## config.mk

```make
export PLATFORM = sky130hd
export DESIGN_NAME = car_request_latch_flat
export DESIGN_NICKNAME = d
export VERILOG_FILES = /design/src/rtl/car_request_latch_if.sv /design/src/rtl/car_request_latch.sv /design/src/flat_wrapper.sv
export SDC_FILE = /design/constraint.sdc
export NUM_CORES = 1
export LEC_CHECK = 0
export BUFFER_PORTS_ARGS = -buffer_cell sky130_fd_sc_hd__buf_2
export CORE_ASPECT_RATIO = 0.75
export CORE_MARGIN = 2
export CORE_UTILIZATION = 52
export CTS_CLUSTER_DIAMETER = 60
export DETAILED_ROUTE_END_ITERATION = 6
export GPL_TIMING_DRIVEN = 0
export PLACE_DENSITY_LB_ADDON = 0.25
export RECOVER_POWER = 100
export SETUP_SLACK_MARGIN = 0.1
export SLEW_MARGIN = 20
export SYNTH_ARGS = -nofsm -noshare
export SYNTH_HDL_FRONTEND = slang
export SYNTH_SLANG_ARGS = --single-unit
```

## constraint.sdc

```tcl
create_clock -name clk_i -period 2.5 [get_ports clk_i]
set_input_delay 0.375 -clock clk_i [delete_from_list [all_inputs] [get_ports clk_i]]
set_output_delay 0.375 -clock clk_i [all_outputs]
set_load 0.1 [all_outputs]
```

## src/rtl/car_request_latch_if.sv

```systemverilog
// Sensor/lights bundle between the board pins, the intersection controller and car_request_latch.
// The master side drives sensor_raw and lights; the slave side (the latch) returns car, lights_fault and wait_cycles.
interface car_request_latch_if #(
    parameter int WAIT_W = 32
);
    logic              sensor_raw;
    logic [6:0]        lights;
    logic              car;
    logic              lights_fault;
    logic [WAIT_W-1:0] wait_cycles;

    modport master (
        output sensor_raw,
        output lights,
        input  car,
        input  lights_fault,
        input  wait_cycles
    );

    modport slave (
        input  sensor_raw,
        input  lights,
        output car,
        output lights_fault,
        output wait_cycles
    );
endinterface

```

## src/rtl/car_request_latch.sv

```systemverilog
// East/west vehicle request latch: synchronize, debounce, latch until EW green, fail safe on bad lights.
// Optional wait-time counter enabled by defining CAR_WAIT_STATS_EN.
//
// state  | meaning
// IDLE   | no request outstanding, car=0
// REQ    | request latched, car=1 until EW green seen
// SERVED | EW green seen, car=0 until NS green returns
// FAULT  | illegal lights persisted, car=0, exits only on reset
module car_request_latch #(
    parameter int DEBOUNCE_CYCLES = 500000,
    parameter int FAULT_CYCLES    = 4,
    parameter int WAIT_W          = 32
) (
    input  logic               clk_i,
    input  logic               reset_n_i,
    car_request_latch_if.slave bus
);
    localparam int DB_W = (DEBOUNCE_CYCLES > 2) ? $clog2(DEBOUNCE_CYCLES) : 1;
    localparam int FC_W = (FAULT_CYCLES > 1) ? $clog2(FAULT_CYCLES + 1) : 1;

    localparam logic [5:0] L_GNS = 6'b100001;
    localparam logic [5:0] L_YNS = 6'b010001;
    localparam logic [5:0] L_GEW = 6'b001100;
    localparam logic [5:0] L_YEW = 6'b001010;

    typedef enum logic [1:0] {
        IDLE   = 2'd0,
        REQ    = 2'd1,
        SERVED = 2'd2,
        FAULT  = 2'd3
    } state_e;

    logic            s1_q, s2_q;
    logic            deb_q, deb_d;
    logic [DB_W-1:0] deb_cnt_q, deb_cnt_d;
    logic [FC_W-1:0] fault_cnt_q, fault_cnt_d;
    state_e          state_q, state_d;
    logic            car_q, car_d;
    logic            lights_legal, fault_hit;
    logic [5:0]      lights6;
    logic            unused_lights_bit6;

    assign lights6            = bus.lights[5:0];
    assign unused_lights_bit6 = bus.lights[6];

    assign lights_legal = (lights6 == L_GNS) || (lights6 == L_YNS) ||
                          (lights6 == L_GEW) || (lights6 == L_YEW);
    assign fault_hit    = !lights_legal && (fault_cnt_q == FC_W'(FAULT_CYCLES - 1));

    always_ff @(posedge clk_i) begin
        if (!reset_n_i) begin
            s1_q        <= 1'b0;
            s2_q        <= 1'b0;
            deb_q       <= 1'b0;
            deb_cnt_q   <= '0;
            fault_cnt_q <= '0;
            state_q     <= IDLE;
            car_q       <= 1'b0;
        end else begin
            s1_q        <= bus.sensor_raw;
            s2_q        <= s1_q;
            deb_q       <= deb_d;
            deb_cnt_q   <= deb_cnt_d;
            fault_cnt_q <= fault_cnt_d;
            state_q     <= state_d;
            car_q       <= car_d;
        end
    end

    // A level change is accepted only after DEBOUNCE_CYCLES consecutive cycles of disagreement.
    always_comb begin
        deb_d     = deb_q;
        deb_cnt_d = '0;
        if (s2_q != deb_q) begin
            if (deb_cnt_q == DB_W'(DEBOUNCE_CYCLES - 1)) begin
                deb_d = s2_q;
            end else begin
                deb_cnt_d = deb_cnt_q + 1'b1;
            end
        end
    end

    always_comb begin
        fault_cnt_d = fault_cnt_q;
        if (lights_legal) begin
            fault_cnt_d = '0;
        end else if (!fault_hit) begin
            fault_cnt_d = fault_cnt_q + 1'b1;
        end
    end

    always_comb begin
        state_d = state_q;
        case (state_q)
            IDLE:    if (deb_q && lights6 == L_GNS) state_d = REQ;
            REQ:     if (lights6 == L_GEW)          state_d = SERVED;
            SERVED:  if (lights6 == L_GNS)          state_d = IDLE;
            FAULT:   state_d = FAULT;
            default: state_d = FAULT;
        endcase
        if (fault_hit) begin
            state_d = FAULT;
        end
        car_d = (state_d == REQ);
    end

    assign bus.car          = car_q;
    assign bus.lights_fault = (state_q == FAULT);

`ifdef CAR_WAIT_STATS_EN
    logic [WAIT_W-1:0] wait_q, wait_d;

    always_comb begin
        wait_d = wait_q;
        if (state_q == IDLE && state_d == REQ) begin
            wait_d = '0;
        end else if (state_q == REQ && wait_q != {WAIT_W{1'b1}}) begin
            wait_d = wait_q + 1'b1;
        end
    end

    always_ff @(posedge clk_i) begin
        if (!reset_n_i) begin
            wait_q <= '0;
        end else begin
            wait_q <= wait_d;
        end
    end

    assign bus.wait_cycles = wait_q;
`else
    assign bus.wait_cycles = {WAIT_W{1'b0}};
`endif
endmodule

```

## src/flat_wrapper.sv

```systemverilog
// flat-port wrapper written by rule: the top's interface ports become plain ports
module car_request_latch_flat 
#(
    parameter int DEBOUNCE_CYCLES = 500000,
    parameter int FAULT_CYCLES    = 4,
    parameter int WAIT_W          = 32
)
  (clk_i, reset_n_i, bus_sensor_raw, bus_lights, bus_car, bus_lights_fault, bus_wait_cycles);
  car_request_latch_if #(.WAIT_W(WAIT_W)) bus_i ();
  input  logic clk_i;
  input  logic reset_n_i;
  input wire logic [$bits(bus_i.sensor_raw)-1:0] bus_sensor_raw;
  input wire logic [$bits(bus_i.lights)-1:0] bus_lights;
  output wire logic [$bits(bus_i.car)-1:0] bus_car;
  output wire logic [$bits(bus_i.lights_fault)-1:0] bus_lights_fault;
  output wire logic [$bits(bus_i.wait_cycles)-1:0] bus_wait_cycles;
  assign bus_i.sensor_raw = bus_sensor_raw;
  assign bus_i.lights = bus_lights;
  assign bus_car = bus_i.car;
  assign bus_lights_fault = bus_i.lights_fault;
  assign bus_wait_cycles = bus_i.wait_cycles;
  car_request_latch #(.DEBOUNCE_CYCLES(DEBOUNCE_CYCLES), .FAULT_CYCLES(FAULT_CYCLES), .WAIT_W(WAIT_W)) u_core (.clk_i(clk_i), .reset_n_i(reset_n_i), .bus(bus_i));
endmodule
```

==> flow_summary_export.csv <==
group,metric,value,unit
setup_path,timing_worst_setup_path_type,"register to register",
clock_network,root_buffer_master,"clkbuf_8",
clock_network,clk_path_buf_depth,2,
synth,ys_types,38,
pwr,switching_share,0.349,
clock_network,worstSkewPairLatency,0.27,ns
layout,area.growth.synth_to_final,15.4,%
detailed_routing,routed_wire_length_per_instance,10.5,um
setup_path,reg_to_reg_critical_path_endpoint,"u_core.deb_cnt_q[4]",
synth,yosys_warnings,0,
setup_path,cp_common_cell,"or4_1",
sta,achievable-frequency,451,MHz
floorplanning,pin_count,44,
floorplanning,die_x,68.3,um
sta,worst-slew-pin-transition,1.16,ns
detailed_routing,detail_route.vias_per_cell,4.61,
placement,detailed_place.area,1820,um^2
global_routing,grt_first_pass_wirelength,4570,um
synth,post_synth_inst_count,180,
synth,dominant_cell_type_by_area_after_synthesis,"dfxtp_1",
worst_hold_path,worst_hold_path_startpoint,"bus_sensor_raw",
worst_hold_path,hold_depth,2,
detailed_routing,drc,0,
pwr,power.sequential.fraction,0.413,
sta,finalSetupViolations,0,
setup_path,critPathSlowestCell,"or4_1",
sta,slew_viol_final,0,
synth,ys_seq_area_frac,0.348,
setup_path,chain_of_cells_forming_the_critical_path,"or4_1 -> or4_1 -> o211ai_4 -> buf_8 -> nor2_1",
setup_path,worst-path-max-fanout,10,
setup_path,timing.reg2reg.worst_path_depth,5,
pwr,vdd_drop_max,0.355,mV
detailed_routing,vias,1209,
pwr,combinationalPowerShare,0.280,
global_routing,gr-total-overflow,0,
placement,hpwlAfterDp,2140,um
setup_path,r2r_setup_slack,0.28,ns
sta,final.period_utilization,0.888,
floorplanning,rows,17,
setup_path,rr_startpoint,"u_core.deb_cnt_q[10]",
global_routing,grt_antenna_before_repair,0,
detailed_routing,first_iter_violations,40,
clock_network,post_cts_gate_resize_count,0,
sta,unrepaired_setup_endpoints_after_global_routing,"false",
setup_path,crit_path_end_kind,"register",
floorplanning,placeableCoreArea,2960,um^2
sta,final-hold-violation-count,0,
clock_network,cts_setup_buffers,0,
setup_path,critical_path.n_buffers_inverters,1,
setup_path,timing.critical_path.depth,5,
pwr,p_clk_frac,0.307,
layout,fin_area,1860,um^2
synth,netlist.area_leader.share,0.348,
detailed_routing,finalWirelength,2750,um
pwr,p_int,0.738,mW
worst_hold_path,hold_path_end,"u_core.s1_q",
detailed_routing,detail_route.first_pass.iterations,4,
floorplanning,die_h,52.2,um
pwr,power.density_cell_area,609,nW/um^2
setup_path,critical-path-max-stage-delay,0.62,ns
clock_network,cts_tree,"yes",
job,maxCapViolCount,0,
clock_network,cts_sinks,28,
placement,gpl.final_weighted_congestion,0.876,
worst_hold_path,holdCritPathClass,"input port to register",
setup_path,worstSetupStartpointType,"register",
synth,syn_avg_cell_area,8.95,um^2
layout,finalNetCount,238,
sta,remaining_max_slew_budget_at_the_tightest_pin,0.229,
run_status,outcome,"completed",
synth,postSynthRegisterBits,28,
sta,finClkSkew,0.00866,ns
placement,buffer_ports.inserted,9,
floorplanning,initial_core_util,0.545,
pwr,power_switching,0.395,mW
layout,layout_cell_share_with_drive_strength_beyond_1,0.232,
setup_path,critical_path_arrival,2.39,ns
clock_network,cts_made_buffers,3,
global_routing,grt_usage,0.171,
synth,netlist_top_cells_area,"dfxtp_1, buf_4, xnor2_1",
global_routing,grt_pass1_vias,1056,
detailed_routing,detail-route-antenna-nets,0,
setup_path,path_delay_family,"simple AND/OR/NAND/NOR gates",
clock_network,cts_hold_buffers,0,
sta,finalSetupTns,0,ns
setup_path,required,2.67,ns
sta,fin_crit_period,2.22,ns
layout,fillerInstances,273,
synth,netlist_area,1610,um^2
floorplanning,design.die.area,3560,um^2
pwr,total_leakage_power,0.764,nW
clock_network,clk_pin_slew_worst_paths,0.09,ns
global_routing,grt_max_degree,17,
layout,num_antenna_cells,0,
clock_network,cts.htree.levels,1,
## worst register-to-register path, stage by stage, from the launching register on
cell and delay (ns):
dfxtp_1 0.35, or4_1 0.53, or4_1 0.62, o211ai_4 0.39
buf_8 0.19, nor2_1 0.05
## per-layer routing
layer	track usage	part of all wire	vias up
li1	-	-	643
met1	0.223	0.49	517
met2	0.283	0.43	47
met3	0.0516	0.083	2
met4	0.0300	0.0047	0
met5	0	0	-
## cell families after synthesis
logic type	count (synthesis)	synth area share
xor+xnor	18	0.0978
mux	1	0.00621
compound gates	14	0.0691
buf+inv	41	0.182
simple gates	74	0.272
flops	28	0.348
other cells	1	0.00233
fa+ha+maj	3	0.0233
## layout by cell type (no fill, tap or decap), types with 4 or more instances in the layout
cell type,count
dfxtp_1,28
or4_1,4
o31ai_1,4
nand2_1,6
conb_1,32
nand3_1,8
inv_1,6
nor4_1,5
buf_2,7
nand4_1,6
xor2_1,7
nor2_1,22
buf_4,33
xnor2_1,11
## worst max path at each step
stage                    startpoint                    to  slack, ns
2_1_floorplan  u_core.deb_cnt_q[11]   u_core.deb_cnt_q[5]       0.51
3_3_place_gp   u_core.deb_cnt_q[11]  u_core.deb_cnt_q[15]       0.38
3_5_place_dp   u_core.deb_cnt_q[11]   u_core.deb_cnt_q[4]       0.33
4_1_cts        u_core.deb_cnt_q[11]   u_core.deb_cnt_q[4]       0.32
5_1_grt        u_core.deb_cnt_q[10]  u_core.deb_cnt_q[14]       0.19
6_report       u_core.deb_cnt_q[10]   u_core.deb_cnt_q[4]       0.28
## sequential cells by signal (all words and copies together), names as in the netlist
register            flops
u_core.s1_q             1
u_core.bus.car          1
u_core.deb_cnt_q       19
u_core.deb_q            1
u_core.s2_q             1
u_core.state_q          2
u_core.fault_cnt_q      3
## synthesized netlist by cell type (all sizes together)
master,instances
o21a,2
a21oi,3
xnor2,11
inv,6
ha,3
nor2,23
a31oi,1
nor4b,2
and3,1
or4,4
o22ai,1
and4,2
or3,1
or2,1
conb,1
nor4,5
dfxtp,28
or3b,2
xor2,7
and2,5
o31ai,4
nand2,6
nand4,6
nand2b,1
nor3,3
mux2i,1
o211ai,2
buf,35
a32o,1
nor2b,2
nand4bb,1
nor3b,1
nand3,8
## power groups by stage
stage	clock (mW)	sequential (mW)	combinational, mW
final	0.347	0.468	0.317
after global routing	0.377	0.470	0.331
after detailed placement	0	0.479	0.317
after floorplan	0	0.483	0.295
after CTS	0.357	0.468	0.317
after global placement	0	0.479	0.315
## layout make-up
type	instances	area, um^2	area share
sequential	28	561	0.301
tap	38	47.5	0.0256
multi-input combinational	142	848	0.456
inverter	6	22.5	0.0121
clock inverter	1	30.0	0.0162
clock buffer	3	41.3	0.0222
buffer	35	267	0.143
timing repair buffer	9	42.5	0.0229
## metrics by stage
stage | power (mW) | hold slack, ns | utilization | setup WS (ns) | cells
after floorplan | 0.778 | 0.412 | - | 0.512 | 211
after global placement | 0.794 | 0.432 | 0.616 | 0.384 | 258
after detailed placement | 0.795 | 0.423 | 0.616 | 0.328 | 258
after CTS | 1.14 | 0.316 | 0.640 | 0.324 | 262
after global routing | 1.18 | 0.323 | 0.629 | 0.190 | 262
final | 1.13 | 0.318 | 0.629 | 0.281 | 262
(Power assumes the default switching activity.)
